**config.mk**
```make
export PLATFORM = sky130hd
export DESIGN_NAME = line_raster
export DESIGN_NICKNAME = d
export VERILOG_FILES = /design/src/rtl/line_pkg.sv /design/src/rtl/line_clip_test.sv /design/src/rtl/line_raster.sv
export SDC_FILE = /design/constraint.sdc
export NUM_CORES = 1
export LEC_CHECK = 0
export CAP_MARGIN = 20
export CORE_MARGIN = 10
export CORE_UTILIZATION = 38
export CTS_CLUSTER_SIZE = 12
export DETAILED_ROUTE_END_ITERATION = 10
export GPL_ROUTABILITY_DRIVEN = 0
export PLACE_DENSITY_LB_ADDON = 0.1
export RECOVER_POWER = 25
export SYNTH_ARGS = -nofsm -noshare
export SYNTH_HDL_FRONTEND = slang
export SYNTH_SLANG_ARGS = --single-unit
export TNS_END_PERCENT = 5
```
**constraint.sdc**
```tcl
create_clock -name clock -period 9.6 [get_ports clock]
set_input_delay 1.44 -clock clock [delete_from_list [all_inputs] [get_ports clock]]
set_output_delay 1.44 -clock clock [all_outputs]
set_load 0.01 [all_outputs]
```
**src/rtl/line_pkg.sv**
```systemverilog
// Shared types and constants for the Bresenham line rasteriser.
package line_pkg;

  localparam int DefCordW  = 16;
  // Extra bits on dx/dy/err so |xe-xs| and dx+dy never overflow.
  localparam int ErrExtraW = 2;
  localparam int DefErrW   = DefCordW + ErrExtraW;

  typedef logic signed [DefCordW-1:0] coord_t;

  typedef enum logic [1:0] {
    StIdle,
    StInit,
    StDraw,
    StDone
  } state_e;

endpackage

```
**src/rtl/line_clip_test.sv**
```systemverilog
// Combinational screen-bounds check: in_bounds_o when 0 <= x < SCREEN_W and 0 <= y < SCREEN_H.
module line_clip_test #(
  parameter int CORDW    = 16,
  parameter int SCREEN_W = 320,
  parameter int SCREEN_H = 240
) (
  input  logic signed [CORDW-1:0] x_i,
  input  logic signed [CORDW-1:0] y_i,
  output logic                    in_bounds_o
);

  localparam logic [CORDW-1:0] WLim = CORDW'(SCREEN_W);
  localparam logic [CORDW-1:0] HLim = CORDW'(SCREEN_H);

  // Negative values are rejected by the sign bit, so the limit compare can be unsigned.
  assign in_bounds_o = ~x_i[CORDW-1] & ~y_i[CORDW-1] &
                       ($unsigned(x_i) < WLim) & ($unsigned(y_i) < HLim);

endmodule

```
**src/rtl/line_raster.sv**
```systemverilog
// Bresenham line rasteriser emitting one pixel per cycle on a valid/ready stream.
// Define LINE_RASTER_CLIP_EN to drop pixels outside SCREEN_W x SCREEN_H.
module line_raster
  import line_pkg::*;
#(
  parameter int CORDW    = 16,
  parameter int COLORW   = 12,
  parameter int SCREEN_W = 320,
  parameter int SCREEN_H = 240
) (
  input  logic                    clock,
  input  logic                    reset,
  input  logic                    io_start,
  input  logic signed [CORDW-1:0] io_xs,
  input  logic signed [CORDW-1:0] io_ys,
  input  logic signed [CORDW-1:0] io_xe,
  input  logic signed [CORDW-1:0] io_ye,
  input  logic [COLORW-1:0]       io_color,
  output logic                    io_busy,
  output logic                    io_pixValid,
  input  logic                    io_pixReady,
  output logic signed [CORDW-1:0] io_writeX,
  output logic signed [CORDW-1:0] io_writeY,
  output logic [COLORW-1:0]       io_pixColor,
  output logic                    io_done
);

  localparam int ErrW = CORDW + ErrExtraW;

  typedef logic signed [CORDW-1:0] crd_t;
  typedef logic signed [ErrW-1:0]  err_t;

  state_e            state_q, state_d;
  crd_t              xs_q, ys_q, xe_q, ye_q, x_q, y_q;
  crd_t              xs_d, ys_d, xe_d, ye_d, x_d, y_d;
  logic [COLORW-1:0] color_q, color_d;
  err_t              dx_q, dy_q, err_q, dx_d, dy_d, err_d;
  logic              sx_neg_q, sy_neg_q, sx_neg_d, sy_neg_d;

  err_t              dx_raw, dy_raw, dx_abs, dy_abs;
  logic signed [ErrW:0] e2;
  logic              step_x, step_y, at_end, clipped, retire;

  assign dx_raw = err_t'(xe_q) - err_t'(xs_q);
  assign dy_raw = err_t'(ye_q) - err_t'(ys_q);
  assign dx_abs = dx_raw[ErrW-1] ? -dx_raw : dx_raw;
  assign dy_abs = dy_raw[ErrW-1] ? -dy_raw : dy_raw;

  assign e2     = {err_q, 1'b0};
  assign step_x = e2 >= (ErrW+1)'(dy_q);
  assign step_y = e2 <= (ErrW+1)'(dx_q);
  assign at_end = (x_q == xe_q) && (y_q == ye_q);

`ifdef LINE_RASTER_CLIP_EN
  logic in_bounds;

  line_clip_test #(
    .CORDW    (CORDW),
    .SCREEN_W (SCREEN_W),
    .SCREEN_H (SCREEN_H)
  ) u_clip (
    .x_i         (x_q),
    .y_i         (y_q),
    .in_bounds_o (in_bounds)
  );

  assign clipped = ~in_bounds;
`else
  assign clipped = 1'b0;
`endif

  // A clipped pixel retires without waiting for the consumer.
  assign retire = (state_q == StDraw) && (clipped || io_pixReady);

  always_comb begin
    state_d  = state_q;
    xs_d     = xs_q;
    ys_d     = ys_q;
    xe_d     = xe_q;
    ye_d     = ye_q;
    x_d      = x_q;
    y_d      = y_q;
    color_d  = color_q;
    dx_d     = dx_q;
    dy_d     = dy_q;
    err_d    = err_q;
    sx_neg_d = sx_neg_q;
    sy_neg_d = sy_neg_q;
    unique case (state_q)
      StIdle: begin
        if (io_start) begin
          xs_d    = io_xs;
          ys_d    = io_ys;
          xe_d    = io_xe;
          ye_d    = io_ye;
          color_d = io_color;
          state_d = StInit;
        end
      end
      StInit: begin
        dx_d     = dx_abs;
        dy_d     = -dy_abs;
        err_d    = dx_abs - dy_abs;
        sx_neg_d = xs_q >= xe_q;
        sy_neg_d = ys_q >= ye_q;
        x_d      = xs_q;
        y_d      = ys_q;
        state_d  = StDraw;
      end
      StDraw: begin
        if (retire) begin
          if (at_end) begin
            state_d = StDone;
          end else begin
            if (step_x) x_d = sx_neg_q ? x_q - crd_t'(1) : x_q + crd_t'(1);
            if (step_y) y_d = sy_neg_q ? y_q - crd_t'(1) : y_q + crd_t'(1);
            err_d = err_q + (step_x ? dy_q : err_t'(0)) + (step_y ? dx_q : err_t'(0));
          end
        end
      end
      StDone:  state_d = StIdle;
      default: state_d = StIdle;
    endcase
  end

  always_ff @(posedge clock) begin
    if (reset) begin
      state_q  <= StIdle;
      xs_q     <= '0;
      ys_q     <= '0;
      xe_q     <= '0;
      ye_q     <= '0;
      x_q      <= '0;
      y_q      <= '0;
      color_q  <= '0;
      dx_q     <= '0;
      dy_q     <= '0;
      err_q    <= '0;
      sx_neg_q <= 1'b0;
      sy_neg_q <= 1'b0;
    end else begin
      state_q  <= state_d;
      xs_q     <= xs_d;
      ys_q     <= ys_d;
      xe_q     <= xe_d;
      ye_q     <= ye_d;
      x_q      <= x_d;
      y_q      <= y_d;
      color_q  <= color_d;
      dx_q     <= dx_d;
      dy_q     <= dy_d;
      err_q    <= err_d;
      sx_neg_q <= sx_neg_d;
      sy_neg_q <= sy_neg_d;
    end
  end

  assign io_busy     = (state_q != StIdle);
  assign io_pixValid = (state_q == StDraw) && !clipped;
  assign io_done     = (state_q == StDone);
  assign io_writeX   = x_q;
  assign io_writeY   = y_q;
  assign io_pixColor = color_q;

endmodule

```
After elaboration in Yosys (flattened, before gate mapping)
Index checks and enable logic that the tools add are counted.

word-level totals
  register bits after elaboration = 166
  input port bits = 80
  output and inout bits = 47
  word-level logic and storage cells = 71

operators by class
  $add $sub $neg = 12
  $lt $le $gt $ge = 4
  equal/unequal tests = 11
  multiplexer cells = 21
  reductions and logical operators = 10

operators with widths
  cell                                                 count
  two-way mux 16 bit                                   8
  two-way mux 18 bit                                   6
  case mux 16 bit (2 select lines)                     2
  adder 18 bit                                         2
  negator 17 -> 18 bit                                 2
  case mux 18 bit (2 select lines)                     1
  subtractor 16 x 16 -> 17 bit                         2
  adder 16 x 2 -> 16 bit (second input constant)       2
  == test 16 bit                                       2
  >= comparator 16 bit                                 2
  subtractor 16 x 2 -> 16 bit (second input constant)  2
  >= comparator 19 x 18 -> 1 bit                       1
  <= comparator 19 x 18 -> 1 bit                       1
  negator 18 bit                                       1
  subtractor 18 bit                                    1
  != test 2 x 1 -> 1 bit (second input constant)       4
  case mux 2 bit (4 select lines)                      1
  AND reduction 4 bit                                  2
  two-way mux 2 bit                                    3
  AND reduction 3 bit                                  2
  == test 2 bit (second input constant)                2
  != test 2 bit (second input constant)                2
  nonzero test 2 bit                                   2
  == test 2 x 1 -> 1 bit (second input constant)       1
  other kinds (3)                                      4

Depth between registers and ports, before layout
Gate-level depths: netlist (run 1).

  depth in word-level cells = 7
  depth in mapped cells = 26

Least setup slack after synthesis (run 1)
Ideal clock, no wire load.

  path type = flip-flop to flip-flop
  start point = register dx_q[12]
  end point = register err_q[16]
  library setup time = 132 ps
  arrival time = 4814 ps
  required time = 9468 ps
  setup slack = 4654 ps
  cell stages (with the launch flop) = 23
  buffers on the path = 0
  period minus slack after synthesis = 4946 ps
  cells stage by stage = dfxtp_1 inv_1 ha_1 a21o_1 a21o_1 a2111oi_0 o21ai_0 and2_1 mux2i_1 nand2b_1 and2_1 fa_1 ha_1 a21o_1 a21oi_1 o21ai_0 a221o_1 a211oi_1 o21ai_0 a31oi_1 nor4b_1 o311ai_0 a21oi_1

between the ends
  longest elaborated chain between the ends = 6

ends and longest elaborated chain
  element                             RTL line            source
  from (decl)                         line_raster.sv:37   err_t dx_q, dy_q, err_q, dx_d, dy_d, err_d;
  from (signal assigned)              line_raster.sv:136  dx_q <= '0;
  from (signal assigned)              line_raster.sv:150  dx_q <= dx_d;
  <= comparator 19 x 18 -> 1 bit      line_raster.sv:51   assign step_y = e2 <= (ErrW+1)'(dx_q);
  two-way mux 18 bit *                line_raster.sv:117  err_d = err_q + (step_x ? dy_q : err_t'(0)) + (step_y ? dx_q : err_t'(0));
  adder 18 bit *                      line_raster.sv:117
  two-way mux 18 bit *                line_raster.sv:112  if (at_end) begin
  two-way mux 18 bit *                line_raster.sv:111  if (retire) begin
  case mux 18 bit (2 select lines) *  line_raster.sv:89   unique case (state_q)
  to (signal assigned)                line_raster.sv:152  err_q <= err_d;
  to (decl)                           line_raster.sv:37

Mark *: on every way between the ends. The rest lies on a longest branch, timed or not. The select of a mux whose other input is x is not followed.
A chain may end at the register's enable or synchronous reset.

Worst setup path after layout (run 1)
  start point = register dx_q[1]
  end point = register err_q[17]

Same word-level chain as after synthesis.

==> results of run 1 <==
## Yosys cell counts, drive strengths merged, types with 12 or more instances
cell type  instances  area (µm²)
o21a              17         128
dfxtp            166        3320
a21oi            182         918
xor2              30         263
inv              126         473
a21o              31         233
nand4             25         156
o211ai            13        97.6
a211oi            74         556
nand3             26         135
and2              40         250
or3               12        75.1
mux2i             34         340
nand2b            18         113
ha               139        1740
xnor2             98         858
nand2            228         858
o21ai             59         299
nor3              32         165
clkbuf            64         240
nor2b             24         150
fa                23         460
a31oi             15        93.8
nor2             169         634
## sequential cells by signal, indices dropped and copies added, names as in the netlist, 2 cells and up
| register | count |
|---|---|
| ys_q | 16 |
| err_q | 18 |
| xe_q | 16 |
| xs_q | 16 |
| dx_q | 18 |
| io_pixColor | 12 |
| state_q | 2 |
| dy_q | 18 |
| io_writeX | 16 |
| ye_q | 16 |
| io_writeY | 16 |
## final timing paths
kind	startpoint	endpoint	slack, ps
worst max-delay path	dx_q[1]$_SDFFE_PP0N_	err_q[17]$_SDFFE_PP0P_	3060
worst min-delay path	xs_q[5]$_SDFFE_PP0P_	xs_q[5]$_SDFFE_PP0P_	450
worst max register to register	dx_q[1]$_SDFFE_PP0N_	err_q[17]$_SDFFE_PP0P_	3060
worst min register to register	xs_q[5]$_SDFFE_PP0P_	xs_q[5]$_SDFFE_PP0P_	450
## layer usage
metal | track usage | wire (µm) | vias to the layer above
li1 | - | - | 6527
met1 | 0.258 | 21500 | 5899
met2 | 0.318 | 19600 | 143
met3 | 0.0427 | 1900 | 28
met4 | 0.0377 | 389 | 2
met5 | 0 | 18 | -
## per-stage QoR
stage / area (µm²) / hold WS, ps
after floorplan: 13900 / 436
after global placement: 15600 / 441
after detailed placement: 15600 / 447
after CTS: 16200 / 456
after global routing: 16200 / 466
final: 16200 / 454
## final cells by class
class                   count  share of cell area
repair buffers            139              0.0848
clock inverters            12             0.00897
inverters                 128              0.0297
diodes                      1            0.000155
multi-input cells        1436               0.608
clock buffers              19              0.0274
well taps                 461              0.0357
flip-flops and latches    166               0.205
## worst max-delay path, delay by kind of cell (launching register included)
kind | cells | cell delay, ps
buf+inv | 2 | 130
fa+ha+maj | 4 | 1080
flops | 1 | 330
xor+xnor | 1 | 290
compound gates | 10 | 2480
simple gates | 6 | 1630
mux | 1 | 240
## cell families after synthesis
logic type | count (synthesis)
xor+xnor | 129
fa+ha+maj | 162
mux | 36
buf+inv | 199
simple gates | 624
flops | 166
compound gates | 485
==> results.ini, run 1 <==
[clock_network]
path_clk_slew_ps=60
clock_sinks=166
tritoncts=built
holdBufCountCts=0
cts-root-buf=clkbuf_16
cts_resized=0
clk_path_buf_depth=2
cts_made_buffers=17
ctsHtreeMaxLevel=4
clk_latency_ps=450
cts_setup_buffers=0

[worst_setup_path]
crit_slowest_cell=nand2b_1
slowest_delay_ps=590
path_max_fanout=17
required_ps=9690
cp-end-kind=flop
worstPathArrival_ps=6630
worst-setup-path-type=reg2reg
cp_cell_sequence=inv_1 -> ha_1 -> nor2b_1 -> o21a_1 -> o21ai_0 -> a2111oi_0 -> nor2_1 -> mux2i_1 -> nand2b_1 -> and2_1 -> fa_1 -> ha_1 -> inv_1 -> fa_1 -> nor2b_1 -> o21ai_0 -> a21oi_1 -> o41a_1 -> nor4_1 -> o31ai_1 -> o41ai_1 -> xnor3_1 -> a22oi_1 -> a211oi_1
r2r_cells=24
cp-start-kind=flop

[drt]
via_count=12599
dr.pass1.iters=5
drc=0
avgRoutedWirePerCell_um=18.4
first_iter_violations=751
wirelength_um=43400
viasPerCell=5.33
antenna_left=0

[placement]
hpwl_um=33600
portBuffers=126
pre_cts_ws_ps=3270
placedCellCount=2329

[synthesis]
synth_top_family_by_area=compound AO/OA/AOI/OAI gates
syn_area_per_cell_um2=7.71
synth-simple-area-share=0.210
synth_edf_count=0
synth.cell_area_um2=13900
yosysSeqAreaShare=0.239
synth_fa_ha_area_frac=0.158
yosys_warnings=0
synth_fp_nets=2043
synth_cell_types=81
muxShareOfSynthArea=0.0261
async_flop_share=0
synthXorXnorAreaFrac=0.0823
yosys_register_bits=166
synthCells=1801
ys.flop_type=dfxtp_1
synth_compound_area_frac=0.230

[timing]
finalSetupTns_ps=0
timing.final.crit_period_ps=6540
fin_crit_sh=0.681
drv_slew=98
final-hold-violation-count=0
rsz0062_at_grt=false
worstMarginPinSlew_ps=5000
setup_viol=0
fmax_mhz=153
skew_ps=13.4
maxSlewHeadroom=-2.33
layout_setup_ws_ps=3060

[layout]
final-instance-count-excl-fill=2362
layout_common_cells=226 x nand2_1, 180 x a21oi_1, 169 x nor2_1
final_nets=2130
syn_to_final_growth_pct=16.4
layout_commonest_cell=nand2_1
drive_gt1_frac=0.0384
regArea_um2=3320
multi_input_area_um2=9830
fill_cells=3621
utilization=0.452

[floorplan]
start_util=0.388
die_width_um=211
die_area_um2=44600
rows=69
die_y_um=211
ios=127
core-area_um2=35800

[worst_hold_path]
hp-class=reg2reg
whs_path_depth=2

[status]
status=finished with violations
violations=capacitance limit, slew limit

[global_route]
grt_pass1_vias=12475
antenna_found_initial=2
grt_max_degree=98
grt_use_total=0.194
overflow=0
grt_pass1_wl_um=69000

[run]
drv_cap=1

Power of run 1 is not shown: default switching activity piles up to over one toggle a cycle in this logic, so the estimate is an artifact.
==> inputs of run 2 (changes only) <==
- clock period: 9.6 -> 5.6 ns (I/O delays scaled with it)
==> run 2 against run 1 <==
Against the previous run:
- the run still ends with capacitance limit, slew limit left
- final area increased by 2.8%
- clock-buffer cell count increased by 2
- via count increased by 3.8%
- sequential share of layout area decreased by 0.56 points
==> results.ini, run 2 (synthesis results as in run 1) <==
[status]
status=finished with violations
violations=capacitance limit, slew limit

[clock_network]
clk_path_buf_depth=2  ; unchanged
cts_made_buffers=17  ; unchanged
clk_latency_ps=460  ; about the same
ctsHtreeMaxLevel=4  ; unchanged
path_clk_slew_ps=70  ; about the same
clock_sinks=166  ; unchanged
cts-root-buf=clkbuf_16
holdBufCountCts=0  ; unchanged
tritoncts=built

[worst_setup_path]
worstPathArrival_ps=5660  ; -970 ps
critPathTopFamily=compound AO/OA/AOI/OAI gates
crit_top_cell=buf_4
cp-end-kind=flop
crit_slowest_cell=a2111oi_2
required_ps=5900  ; -3790 ps
path_max_fanout=13  ; -4
cp-start-kind=flop
worst-path-buf-inv=5  ; +3
worst-setup-path-type=reg2reg
slowest_delay_ps=440  ; -150 ps
cp_cell_sequence=inv_1 -> ha_1 -> nor2b_1 -> o21a_1 -> o21ai_1 -> a2111oi_2 -> buf_4 -> nor2_4 -> mux2i_1 -> nand2b_4 -> buf_4 -> and2_1 -> fa_1 -> ha_1 -> a21o_1 -> o41a_1 -> nor4_1 -> buf_4 -> o31ai_4 -> o41ai_2 -> buf_4 -> xnor3_1 -> a22oi_1 -> a211oi_1

[global_route]
grt_max_degree=109  ; +11%
grt_use_total=0.202  ; +0.00770
overflow=0  ; unchanged
grt_pass1_vias=12813  ; +2.7%
antenna_found_initial=2  ; unchanged
grt_pass1_wl_um=71300  ; +3.4%

[timing]
fmax_mhz=187  ; +22%
drv_slew=93  ; -5.1%
skew_ps=13.7  ; +0.245 ps
timing.final.crit_period_ps=5360  ; -1180 ps
final-hold-violation-count=0  ; unchanged
hold_slack_ps=451  ; -2.36 ps
fin_crit_sh=0.957  ; +0.276
worstMarginPinSlew_ps=2470  ; -2530 ps
setup_viol=0  ; unchanged
maxSlewHeadroom=-0.647  ; +1.69

[layout]
layout_common_cells=227 x nand2_1, 177 x a21oi_1, 168 x nor2_1
layout_commonest_cell=nand2_1
final_nets=2175  ; +2.1%
drive_gt1_frac=0.0714  ; +0.0330
largestRegisters=dx_q (18), dy_q (18), err_q (18)
syn_to_final_growth_pct=19.7

[drt]
wirelength_um=45000  ; +3.9%
via_count=13083  ; +3.8%
viasPerCell=5.43  ; +1.9%
first_iter_violations=869  ; +16%
drc=0  ; unchanged
avgRoutedWirePerCell_um=18.7  ; +1.9%
dr.pass1.iters=5  ; unchanged
antenna_left=0  ; unchanged

[run]
drv_cap=2  ; +1

[worst_hold_path]
hp-class=reg2reg

[floorplan]
die_width_um=211  ; unchanged
rows=69  ; unchanged
core-area_um2=35800  ; unchanged
die_y_um=211  ; unchanged
start_util=0.388  ; unchanged
ios=127  ; unchanged
die_area_um2=44600  ; unchanged

[placement]
hpwl_um=35000  ; +4.3%
portBuffers=126  ; unchanged

==> run 2: final cells by class <==
class | count | area (µm²)
Sequential cell | 166 | 3320
Fill cell | 3646 | 19200
Multi-Input combinational cell | 1436 | 9940
Timing Repair Buffer | 184 | 1690
Clock buffer | 21 | 480
Clock inverter | 11 | 138
Tap cell | 461 | 577
Inverter | 128 | 480
Antenna cell | 1 | 2.50
==> run 2: timing repair <==
| item | 4_1_cts | 5_1_grt |
|---|---|---|
| setup endpoints to repair | 2 | 7 |
| resized for setup | 4 | 29 |
| setup buffers | 0 | 2 |
| pin swaps | 0 | 10 |
==> run 2: tightest hold or removal path, stage by stage, from the launching register on <==
cell,delay (ps)
dfxtp_1,310
nand2_1,50
a21oi_1,50
==> run 2: path summary, 6_finish.rpt <==
path / cells past startpoint / endpoint / from / slack (ps)
worst max-delay path: 24 / err_q[17]$_SDFFE_PP0P_ / dx_q[1]$_SDFFE_PP0N_ / 240
worst min-delay path: 2 / io_pixColor[11]$_SDFFE_PP0P_ / io_pixColor[11]$_SDFFE_PP0P_ / 450
worst max register to register: 24 / err_q[17]$_SDFFE_PP0P_ / dx_q[1]$_SDFFE_PP0N_ / 240
worst min register to register: 2 / io_pixColor[11]$_SDFFE_PP0P_ / io_pixColor[11]$_SDFFE_PP0P_ / 450
==> run 2: layer usage <==
layer | part of all wire | track usage | vias up
met5 | 0.00029 | 0 | -
met4 | 0.018 | 0.0455 | 2
met3 | 0.056 | 0.0453 | 43
met2 | 0.45 | 0.324 | 254
met1 | 0.48 | 0.270 | 6149
li1 | - | - | 6635
==> run 2: through the flow <==
step | setup TNS [ps] | utilization | worst slack (ps) | area (µm²) | std cells
6_report | 0 | 0.464 | 239 | 16600 | 2408
3_3_place_gp | 0 | 0.444 | 105 | 15900 | 2373
3_5_place_dp | -77.1 | 0.444 | -72.3 | 15900 | 2373
2_1_floorplan | 0 | - | 654 | 13900 | 1801
4_1_cts | 0 | 0.461 | 22.1 | 16500 | 2405
5_1_grt | -304 | 0.464 | -123 | 16600 | 2407
Power of run 2 is left out for the same reason.
==> inputs of run 3 (changes only) <==
- ABC_AREA: default -> 1
- GPL_TIMING_DRIVEN: default -> 1
==> run 3 against run 2 <==
Against the previous run:
- the flow still finishes with violations (capacitance limit, slew limit)
- global-route usage about the same
- first-iteration DRC count grew 7.5%
- synthesized area rose by 1.8%
- clock skew up 2.7 ps
- setup slack improved by 320 ps
- sequential cell count did not move
- register-to-register slack improved by 320 ps
- critical endpoint unchanged
- hold slack improved by 14 ps
- wire length up 0.52%
- final area decreased by 1.4%
- non-clock buffer count decreased by 45
- sequential share of layout area is 0.28 points higher
==> results.ini, run 3 <==
[status]
status=finished with violations
violations=capacitance limit, slew limit

[timing]
setup_viol=0  ; unchanged
finalSetupTns_ps=0  ; unchanged
hold_slack_ps=466  ; +14.5 ps
worstMarginPinSlew_ps=1970  ; -504 ps
final-hold-violation-count=0  ; unchanged
drv_slew=50  ; -46%
rsz0062_at_grt=false
maxSlewHeadroom=-0.319  ; +0.329
fin_crit_sh=0.899  ; -0.0578
timing.final.crit_period_ps=5040  ; -324 ps
fmax_mhz=199  ; +6.4%
skew_ps=16.3  ; +2.67 ps

[synthesis]
synth_edf_count=0  ; unchanged
syn_area_per_cell_um2=6.59  ; -15%
yosys_warnings=0  ; unchanged
synth_fp_nets=2387  ; +17%
synth_most_common_cell=nand2_1
synth.cell_area_um2=14100  ; +1.8%
netlist.area_leader.share=0.235  ; -0.00419
synthCells=2145  ; +19%
synthTopCellsByCount=439 x nand2_1, 278 x inv_1, 212 x a21oi_1
ys.flop_type=dfxtp_1
yosys_register_bits=166  ; unchanged
synth_area_leaders=dfxtp_1 24%, ha_1 12%, nand2_1 12%
yosysTopAreaCell=dfxtp_1
yosysSeqAreaShare=0.235  ; -0.00419
synth_cell_types=52  ; -36%
async_flop_share=0  ; unchanged

[global_route]
grt_pass1_wl_um=72600  ; +1.8%
grt_max_degree=83  ; -24%
antenna_found_initial=2  ; unchanged
grt_use_total=0.202  ; -0.000225
grt_pass1_vias=13543  ; +5.7%
overflow=0  ; unchanged

[floorplan]
start_util=0.385  ; -0.00244
die_width_um=213  ; +0.80%
core-area_um2=36700  ; +2.4%
rows=70  ; +1.4%
ios=127  ; unchanged
die_area_um2=45300  ; +1.6%
die_y_um=213  ; +0.80%

[drt]
first_iter_violations=934  ; +7.5%
antenna_left=0  ; unchanged
via_count=13981  ; +6.9%
drc=0  ; unchanged
avgRoutedWirePerCell_um=16.6  ; -11%
viasPerCell=5.14  ; -5.5%
wirelength_um=45300  ; +0.52%
dr.pass1.iters=5  ; unchanged

[worst_hold_path]
hp-class=reg2reg
hold_start=dy_q[15]$_SDFFE_PP0N_

[worst_setup_path]
critPathCapture=err_q[17]$_SDFFE_PP0P_
crit_top_cell=nand2_1
crit_start=xe_q[0]$_SDFFE_PP0P_
crit_slowest_cell=o21ai_0
worstPathArrival_ps=5360  ; -300 ps
reg2reg_to=err_q[17]$_SDFFE_PP0P_
path_max_fanout=21  ; +8
cp-end-kind=flop
cp-start-kind=flop
required_ps=5930  ; +30 ps
r2r_cells=28  ; +17%
slowest_delay_ps=430  ; about the same
worst-setup-path-type=reg2reg
worst-r2r-setup-slack_ps=560  ; +320 ps
r2r-start=xe_q[0]$_SDFFE_PP0P_

[layout]
drive_gt1_frac=0.0533  ; -0.0182
largestRegisters=dx_q (18), dy_q (18), err_q (18)
layout_commonest_cell=nand2_1
layout_common_cells=438 x nand2_1, 276 x inv_1, 212 x a21oi_1
syn_to_final_growth_pct=16.0
final_nets=2482  ; +14%

[placement]
portBuffers=126  ; unchanged
hpwl_um=35800  ; +2.1%

[clock_network]
clock_sinks=166  ; unchanged
cts-root-buf=clkbuf_16
tritoncts=built
path_clk_slew_ps=70  ; about the same
holdBufCountCts=0  ; unchanged
cts_setup_buffers=0  ; unchanged
clk_path_buf_depth=2  ; unchanged
ctsHtreeMaxLevel=4  ; unchanged
clk_latency_ps=460  ; about the same
cts_made_buffers=17  ; unchanged

[run]
drv_cap=1  ; -1

[run 3: cell count changes after synthesis, moves of 16 or more]
cell	before	now
xnor2_1	98	43
mux2i_1	34	0
a21oi_1	180	212
nand2_2	1	17
o21ai_0	53	209
nand3_1	25	118
nand2b_1	18	0
and2_1	40	4
nand2_1	227	439
a211oi_1	74	5
inv_1	126	278
nor2b_1	24	0
nor2_1	169	199
a21o_1	31	5
[run 3: metrics by stage]
| step | setup WS [ps] | instance area (µm²) | cells | utilization |
|---|---|---|---|---|
| final | 563 | 16400 | 2722 | 0.447 |
| after global placement | 24.1 | 15800 | 2689 | 0.431 |
| after floorplan | 1480 | 14100 | 2145 | - |
| after CTS | 115 | 16400 | 2721 | 0.447 |
| after detailed placement | -6.01 | 15800 | 2689 | 0.431 |
| after global routing | 63.2 | 16400 | 2721 | 0.447 |
[run 3: worst min path at each step]
stage	depth (start not counted)	slack, ps	endpoint
global route	2	490	dy_q[15]$_SDFFE_PP0N_
detailed placement	2	460	dy_q[15]$_SDFFE_PP0N_
floorplan	2	430	dy_q[15]$_SDFFE_PP0N_
CTS	2	470	dy_q[15]$_SDFFE_PP0N_
global placement	2	460	dx_q[13]$_SDFFE_PP0N_
finish	2	470	dy_q[15]$_SDFFE_PP0N_
[run 3: routing by layer]
layer,vias to the layer above,GRT usage,part of all wire
li1,7286,-,-
met1,6368,0.271,0.49
met2,289,0.322,0.44
met3,36,0.0485,0.060
met4,2,0.0414,0.011
met5,-,0,0.00029
[run 3: worst max-delay path, delay by kind of cell (launching register included)]
kind                       cells  cell delay [ps]
adders and majority gates      3              980
DFF                            1              320
buffers and inverters          5              540
AOI/OAI and AO/OA              6             1080
and+or+nand+nor               13             1630
xor gates and xnor gates       1              350
[run 3: cell families (layout without fill, tap and decap cells)]
| group | count (synthesis) | after routing | synth area share |
|---|---|---|---|
| fa+ha+maj | 162 | 162 | 0.156 |
| buf+inv | 347 | 455 | 0.0943 |
| flops | 166 | 166 | 0.235 |
| compound gates | 515 | 515 | 0.198 |
| xor+xnor | 77 | 77 | 0.0477 |
| simple gates | 878 | 878 | 0.270 |
| other cells | 0 | 1 | 0 |
[run 3: layout make-up]
type,count,area [µm²]
Tap cell,468,586
Inverter,284,1070
Clock inverter,11,114
Timing Repair Buffer,139,1360
Multi-Input combinational cell,1632,9500
Sequential cell,166,3320
Clock buffer,21,450
Antenna cell,1,2.50
Fill cell,3788,20300
[run 3: timing repair]
item                       CTS  global route
pin swaps                    0             0
setup endpoints to repair    1             3
gates resized for setup      1             3
Power of run 3 is left out for the same reason.
==> RTL edit 1, RTL diff (settings of run 2) <==
Add a define of `LINE_RASTER_CLIP_EN`.
--- a/src/rtl/line_raster.sv
+++ b/src/rtl/line_raster.sv
@@ -1,5 +1,7 @@
 // Bresenham line rasteriser emitting one pixel per cycle on a valid/ready stream.
 // Define LINE_RASTER_CLIP_EN to drop pixels outside SCREEN_W x SCREEN_H.
+`define LINE_RASTER_CLIP_EN
+
 module line_raster
   import line_pkg::*;
 #(
Function: changed (Yosys sat finds a counterexample within 4 cycles, from zero or initial values and one cycle with reset high).
==> RTL edit 1 against run 2 <==
Sequential cell count did not move. Non-clock buffer count is 20 lower. Synthesized area shrank 0.17%. Critical path depth down 2. Count of clock-buffer cells in the layout fell by 3. The flow still finishes with violations (capacitance limit, slew limit). Cell area shrank 1.0%. Setup slack improved by 0.072 ns. Routed wire length is 0.67% lower. Die area down 0.15%. Largest cell class unchanged.
Power is not shown: default switching activity piles up to over one toggle a cycle in this logic, so the estimate is an artifact.
==> RTL edit 1: results (changes against run 2) <==
Outcome
  • Status: complete, but fails checks (unchanged)
  • Failing checks: capacitance limit, slew limit (unchanged)

Yosys
  • Syn Inst Count: 1,792 (was 1,801)
  • Register area share after synthesis: 0.240 (was 0.239)
  • Synth cell types: 87 (was 81)
  • Net Count, Synth: 2,034 (was 2,043)
  • Async SR Flop Fraction: 0 (unchanged)
  • Most instantiated cells after synthesis: nand2_1, dfxtp_1, a21oi_1 (was nand2_1, a21oi_1, nor2_1)
  • Syn. warnings: 0 (unchanged)
  • Synth area leaders: dfxtp_1, ha_1, nand2_1, xnor2_1, a21oi_1 (was dfxtp_1, ha_1, a21oi_1, xnor2_1, nand2_1)

Final layout
  • Layout cells sized above 1: 0.0751 (was 0.0714)
  • Largest regs: dx_q (18), dy_q (18), err_q (18) (unchanged)
  • Nets: 2,146 (was 2,175)
  • Final Instance Count excl. Fillers: 2,380 (was 2,408)

Global routing
  • Largest net degree at the start of global routing: 80 (was 109)
  • GR Util met1: 0.265 (was 0.270)
  • Initial antenna violation count: 2 (unchanged)
  • Met2 usage: 0.328 (was 0.324)
  • Vias in the first global route: 12,800 (about the same)
  • All-Layer GR Usage: 0.201 (was 0.202)
  • Global-route wire length before repair: 71,400 um (was 71,300 um)
  • GRT met3 Usage: 0.0429 (was 0.0453)

Clocking
  • Max Root-Sink Buffers: 2 (unchanged)
  • Htree depth: 4 (unchanged)
  • CTS clk-pin slew, worst paths: 0.07 ns (about the same)
  • Clock Latency Late Sink: 0.46 ns (about the same)
  • Root buf cell: clkbuf_16 (unchanged)
  • Post-CTS Setup Bufs: 0 (unchanged)
  • Inserted Clock Buffers: 17 (unchanged)

Placed design
  • Input/output buffers: 126 (unchanged)
  • Post-Place Cells: 2,345 (was 2,373)
  • Final HPWL from detailed placement: 34,700 um (was 35,000 um)
  • Area post-placement: 15,700 um2 (was 15,900 um2)

Routing
  • Via Count: 12,800 (was 13,100)
  • Initial DRC count: 692 (was 869)
  • DR pass1 iterations: 5 (unchanged)
  • Total Wirelength: 44,700 um (was 45,000 um)

Worst setup path
  • Crit path largest cell delay: 0.62 ns (was 0.44 ns)
  • CP max FO: 7 (was 13)
  • Crit path DAT: 5.61 ns (was 5.66 ns)
  • Critical-path top delay cell: or4b_2 (was a2111oi_2)
  • Crit-path leading delay family: compound AO/OA/AOI/OAI gates (unchanged)

STA
  • Final setup vio count: 0 (unchanged)
  • Clock skew: 0.0143 ns (was 0.0137 ns)
  • Final Max Slew Viols: 80 (was 93)
  • Worst-Margin Slew: 1.75 ns (was 2.47 ns)

Min path
  • Hold Path Class: reg2reg (unchanged)

Run
  • Total of max-cap violations: 1 (was 2)
==> RTL edit 1: changes by cell type in the layout (fill, tap and decap cells not counted), sizes merged, moves of 7 or more <==
cell	change
o21ai	+9
nor2	-7
and3	+17
buf	-21
nand2	+16
a311oi	+10
dlygate4sd3	-9
a21oi	-18
nor2b	-9
a211oi	-17
and2	-15
xor2	+7
clkdlybuf4s50	+9
==> RTL edit 1: stage by stage <==
| stage | worst slack (ns) | hold WS, ns |
|---|---|---|
| after floorplan | 0.379 | 0.436 |
| after global placement | 0.0349 | 0.441 |
| final | 0.311 | 0.453 |
| after CTS | -0.00138 | 0.458 |
| after global routing | -0.0255 | 0.469 |
| after detailed placement | -0.0861 | 0.449 |
==> RTL edit 1: layout make-up <==
cell class                      count  area, um2
Antenna cell                        2       5.00
Clock buffer                       18        439
Clock inverter                     14        164
Fill cell                        3610      19400
Inverter                          129        484
Multi-Input combinational cell   1426       9920
Sequential cell                   166       3320
Tap cell                          461        577
Timing Repair Buffer              164       1550
==> RTL edit 1: final timing paths <==
kind	to	slack, ns	start	cells after the start
max	err_q[16]	0.31	dy_q[17]	22
max reg2reg	err_q[16]	0.31	dy_q[17]	22
min reg2reg	io_pixColor[0]	0.45	io_pixColor[0]	2
min	io_pixColor[0]	0.45	io_pixColor[0]	2
==> RTL edit 1: cell families after synthesis <==
logic type | share of synthesized area
mux | 0.0217
simple gates | 0.214
buf+inv | 0.0544
compound gates | 0.220
flops | 0.240
fa+ha+maj | 0.159
xor+xnor | 0.0913
==> RTL edit 1: metal layers <==
metal	part of all wire	wire length (um)
met1	0.47	21200
met2	0.46	20500
met3	0.052	2330
met4	0.015	663
met5	0	0
==> RTL edit 1: timing repair <==
action,CTS,global route
endpoints found under the setup margin,2,8
resized for setup,3,24
pin swaps,0,7
hold buffers,0,0
==> RTL edit 1: worst register-to-register path, stage by stage, from the launching register on <==
cell	delay [ns]
dfxtp_1	0.34
inv_1	0.07
ha_1	0.31
or4b_2	0.62
a21oi_2	0.15
o21ai_0	0.13
nor3_1	0.27
nor3_2	0.12
and3_1	0.20
fa_1	0.48
ha_1	0.31
a21o_1	0.19
a21oi_2	0.16
o21ai_1	0.10
a211o_1	0.34
a311oi_2	0.24
buf_4	0.16
o21bai_1	0.07
a21oi_2	0.19
o21ai_2	0.12
mux2_2	0.28
a311oi_1	0.19
a31oi_1	0.10
==> RTL edit 2, RTL diff (flow settings as in run 2) <==
Made on the original files. Reset style: asynchronous (`reset`), changed in one clocked block.
--- a/src/rtl/line_raster.sv
+++ b/src/rtl/line_raster.sv
@@ -123,7 +123,7 @@
     endcase
   end
 
-  always_ff @(posedge clock) begin
+  always_ff @(posedge clock or posedge reset) begin
     if (reset) begin
       state_q  <= StIdle;
       xs_q     <= '0;
Function: differs if reset is asserted again (counterexample within 4 cycles, from zero or initial values and one cycle with reset high); with reset held inactive, the same outputs for 4 cycles.
==> RTL edit 2 against run 2 <==
The run still ends with capacitance limit, slew limit left. Critical path type unchanged. Routed wire length is 8.8% lower. Synthesized area up 1.6%. Setup slack better by 0.060 ns. Sequential cell count unchanged. Highest routed layer is now met4. Cell area grew 0.48%. Largest cell class unchanged. Count of clock-buffer cells in the layout fell by 3. Critical path depth is the same. Clock skew is 0.00085 ns lower. Die area increased by 1.5%.
Power is left out: the tool's default activity adds up to more than one toggle a clock period on the data nets, which glitch-free logic cannot reach.
==> RTL edit 2: results (changes against run 2) <==
Worst setup path
  • Worst reg-to-reg setup slack: 0.30 ns (was 0.24 ns)
  • CP endpoint: err_q[16] (was err_q[17])
  • Crit path DAT: 5.65 ns (was 5.66 ns)
  • Critical-path top delay cell: fa_1 (was a2111oi_2)
  • Worst R2R Path Depth: 24 (unchanged)
  • CP max FO: 11 (was 13)
  • Critical R2R Launch: err_q[0] (was dx_q[1])
  • Crit-path leading delay family: compound AO/OA/AOI/OAI gates (unchanged)

Routing
  • Via-to-Cell Ratio: 5.32 (was 5.43)
  • Total Wirelength: 41,100 um (was 45,000 um)
  • Initial DRC count: 699 (was 869)
  • DR pass1 iterations: 5 (unchanged)

Yosys
  • Async SR Flop Fraction: 1.00 (was 0)
  • Most instantiated cells after synthesis: dfrtp_1, nor2_1, ha_1 (was nand2_1, a21oi_1, nor2_1)
  • Syn Inst Count: 1,556 (was 1,801)
  • Commonest register cell after synthesis: dfrtp_1 (was dfxtp_1)
  • Synth area leaders: dfrtp_1, ha_1, mux2_2, xnor2_1, nor2_1 (was dfxtp_1, ha_1, a21oi_1, xnor2_1, nand2_1)
  • Synth cell types: 86 (was 81)
  • Register area share after synthesis: 0.294 (was 0.239)
  • Net Count, Synth: 1,798 (was 2,043)

Global routing
  • Vias in the first global route: 11,500 (was 12,800)
  • Met2 usage: 0.295 (was 0.324)
  • Initial antenna violation count: 2 (unchanged)
  • GR Util met1: 0.248 (was 0.270)
  • Largest net degree at the start of global routing: 93 (was 109)
  • Global-route wire length before repair: 65,600 um (was 71,300 um)
  • All-Layer GR Usage: 0.186 (was 0.202)
  • GRT met3 Usage: 0.0444 (was 0.0453)

Placed design
  • Area post-placement: 16,000 um2 (was 15,900 um2)
  • Final HPWL from detailed placement: 32,600 um (was 35,000 um)
  • Post-Place Cells: 2,131 (was 2,373)
  • Worst slack, placed: 0.115 ns (was -0.0723 ns)

Final layout
  • Nets: 1,924 (was 2,175)
  • Fillers: 3,615 (was 3,646)
  • Layout cells sized above 1: 0.118 (was 0.0714)
  • Final Instance Count excl. Fillers: 2,166 (was 2,408)

Run
  • Total of max-cap violations: 2 (unchanged)

Clocking
  • CTS clk-pin slew, worst paths: 0.07 ns (about the same)
  • Clock Latency Late Sink: 0.46 ns (about the same)

Outcome
  • Failing checks: capacitance limit, slew limit (unchanged)
  • Status: complete, but fails checks (unchanged)

Min path
  • Hold Path Class: reg2reg (unchanged)

STA
  • Clock skew: 0.0128 ns (was 0.0137 ns)
  • Final Critical Period: 5.30 ns (was 5.36 ns)
  • Worst-Margin Slew: 3.74 ns (was 2.47 ns)
  • Final Max Slew Viols: 143 (was 93)
## RTL edit 2: changes by cell type after synthesis, moves of 25 or more
| cell | before | now |
|---|---|---|
| clkbuf_1 | 64 | 39 |
| mux2_2 | 2 | 95 |
| dfrtp_1 | 0 | 166 |
| a21oi_1 | 180 | 108 |
| a211oi_1 | 74 | 11 |
| nand2_1 | 227 | 70 |
| dfxtp_1 | 166 | 0 |
## RTL edit 2: area by class of cell
class	count	area, um2	share of cell area
multi-input cells	1211	9340	0.559
flip-flops and latches	166	4150	0.249
repair buffers	153	1470	0.0881
well taps	468	586	0.0350
inverters	133	499	0.0299
clock buffers	18	439	0.0263
clock inverters	14	213	0.0127
diodes	3	7.51	0.000449
## RTL edit 2: routing by layer
layer,part of all wire,up-vias,wire (um)
li1,-,5771,-
met4,0.016,0,641
met5,0,-,0
met3,0.052,34,2120
met2,0.45,194,18600
met1,0.48,5517,19700
## RTL edit 2: kinds of logic (layout without fill, tap and decap cells)
| group | Yosys count | count (layout) | synth area share |
|---|---|---|---|
| AOI/OAI and AO/OA | 342 | 342 | 0.159 |
| and+or+nand+nor | 442 | 442 | 0.154 |
| muxes | 126 | 126 | 0.0981 |
| adders and majority gates | 162 | 162 | 0.156 |
| other | 0 | 3 | 0 |
| buffers and inverters | 179 | 318 | 0.0483 |
| DFF | 166 | 166 | 0.294 |
| xor gates and xnor gates | 139 | 139 | 0.0905 |
## RTL edit 2: worst min-delay path by stage
| stage | from | to | slack, ns | cells after the start |
|---|---|---|---|---|
| 2_1_floorplan | dy_q[16] | dy_q[16] | 0.47 | 2 |
| 3_3_place_gp | io_pixColor[5] | io_pixColor[5] | 0.49 | 1 |
| 3_5_place_dp | dy_q[16] | dy_q[16] | 0.49 | 2 |
| 4_1_cts | dy_q[16] | dy_q[16] | 0.51 | 2 |
| 5_1_grt | xs_q[15] | xs_q[15] | 0.53 | 1 |
| 6_report | dy_q[16] | dy_q[16] | 0.51 | 2 |
## RTL edit 2: repair_timing
item / in CTS / in global routing
hold buffers: 0 / 0
gates resized for setup: 0 / 18
setup endpoints to repair: 0 / 10
## RTL edit 2: metrics by stage
stage / hold WS [ns] / util
global placement: 0.487 / 0.437
floorplan: 0.465 / -
detailed placement: 0.491 / 0.437
finish: 0.507 / 0.457
global route: 0.527 / 0.456
CTS: 0.510 / 0.455
## RTL edit 2: tightest hold or removal path, cell delays in order, from the launching register on
cell,delay [ns]
dfrtp_1,0.36
nand2_1,0.06
o31ai_1,0.05
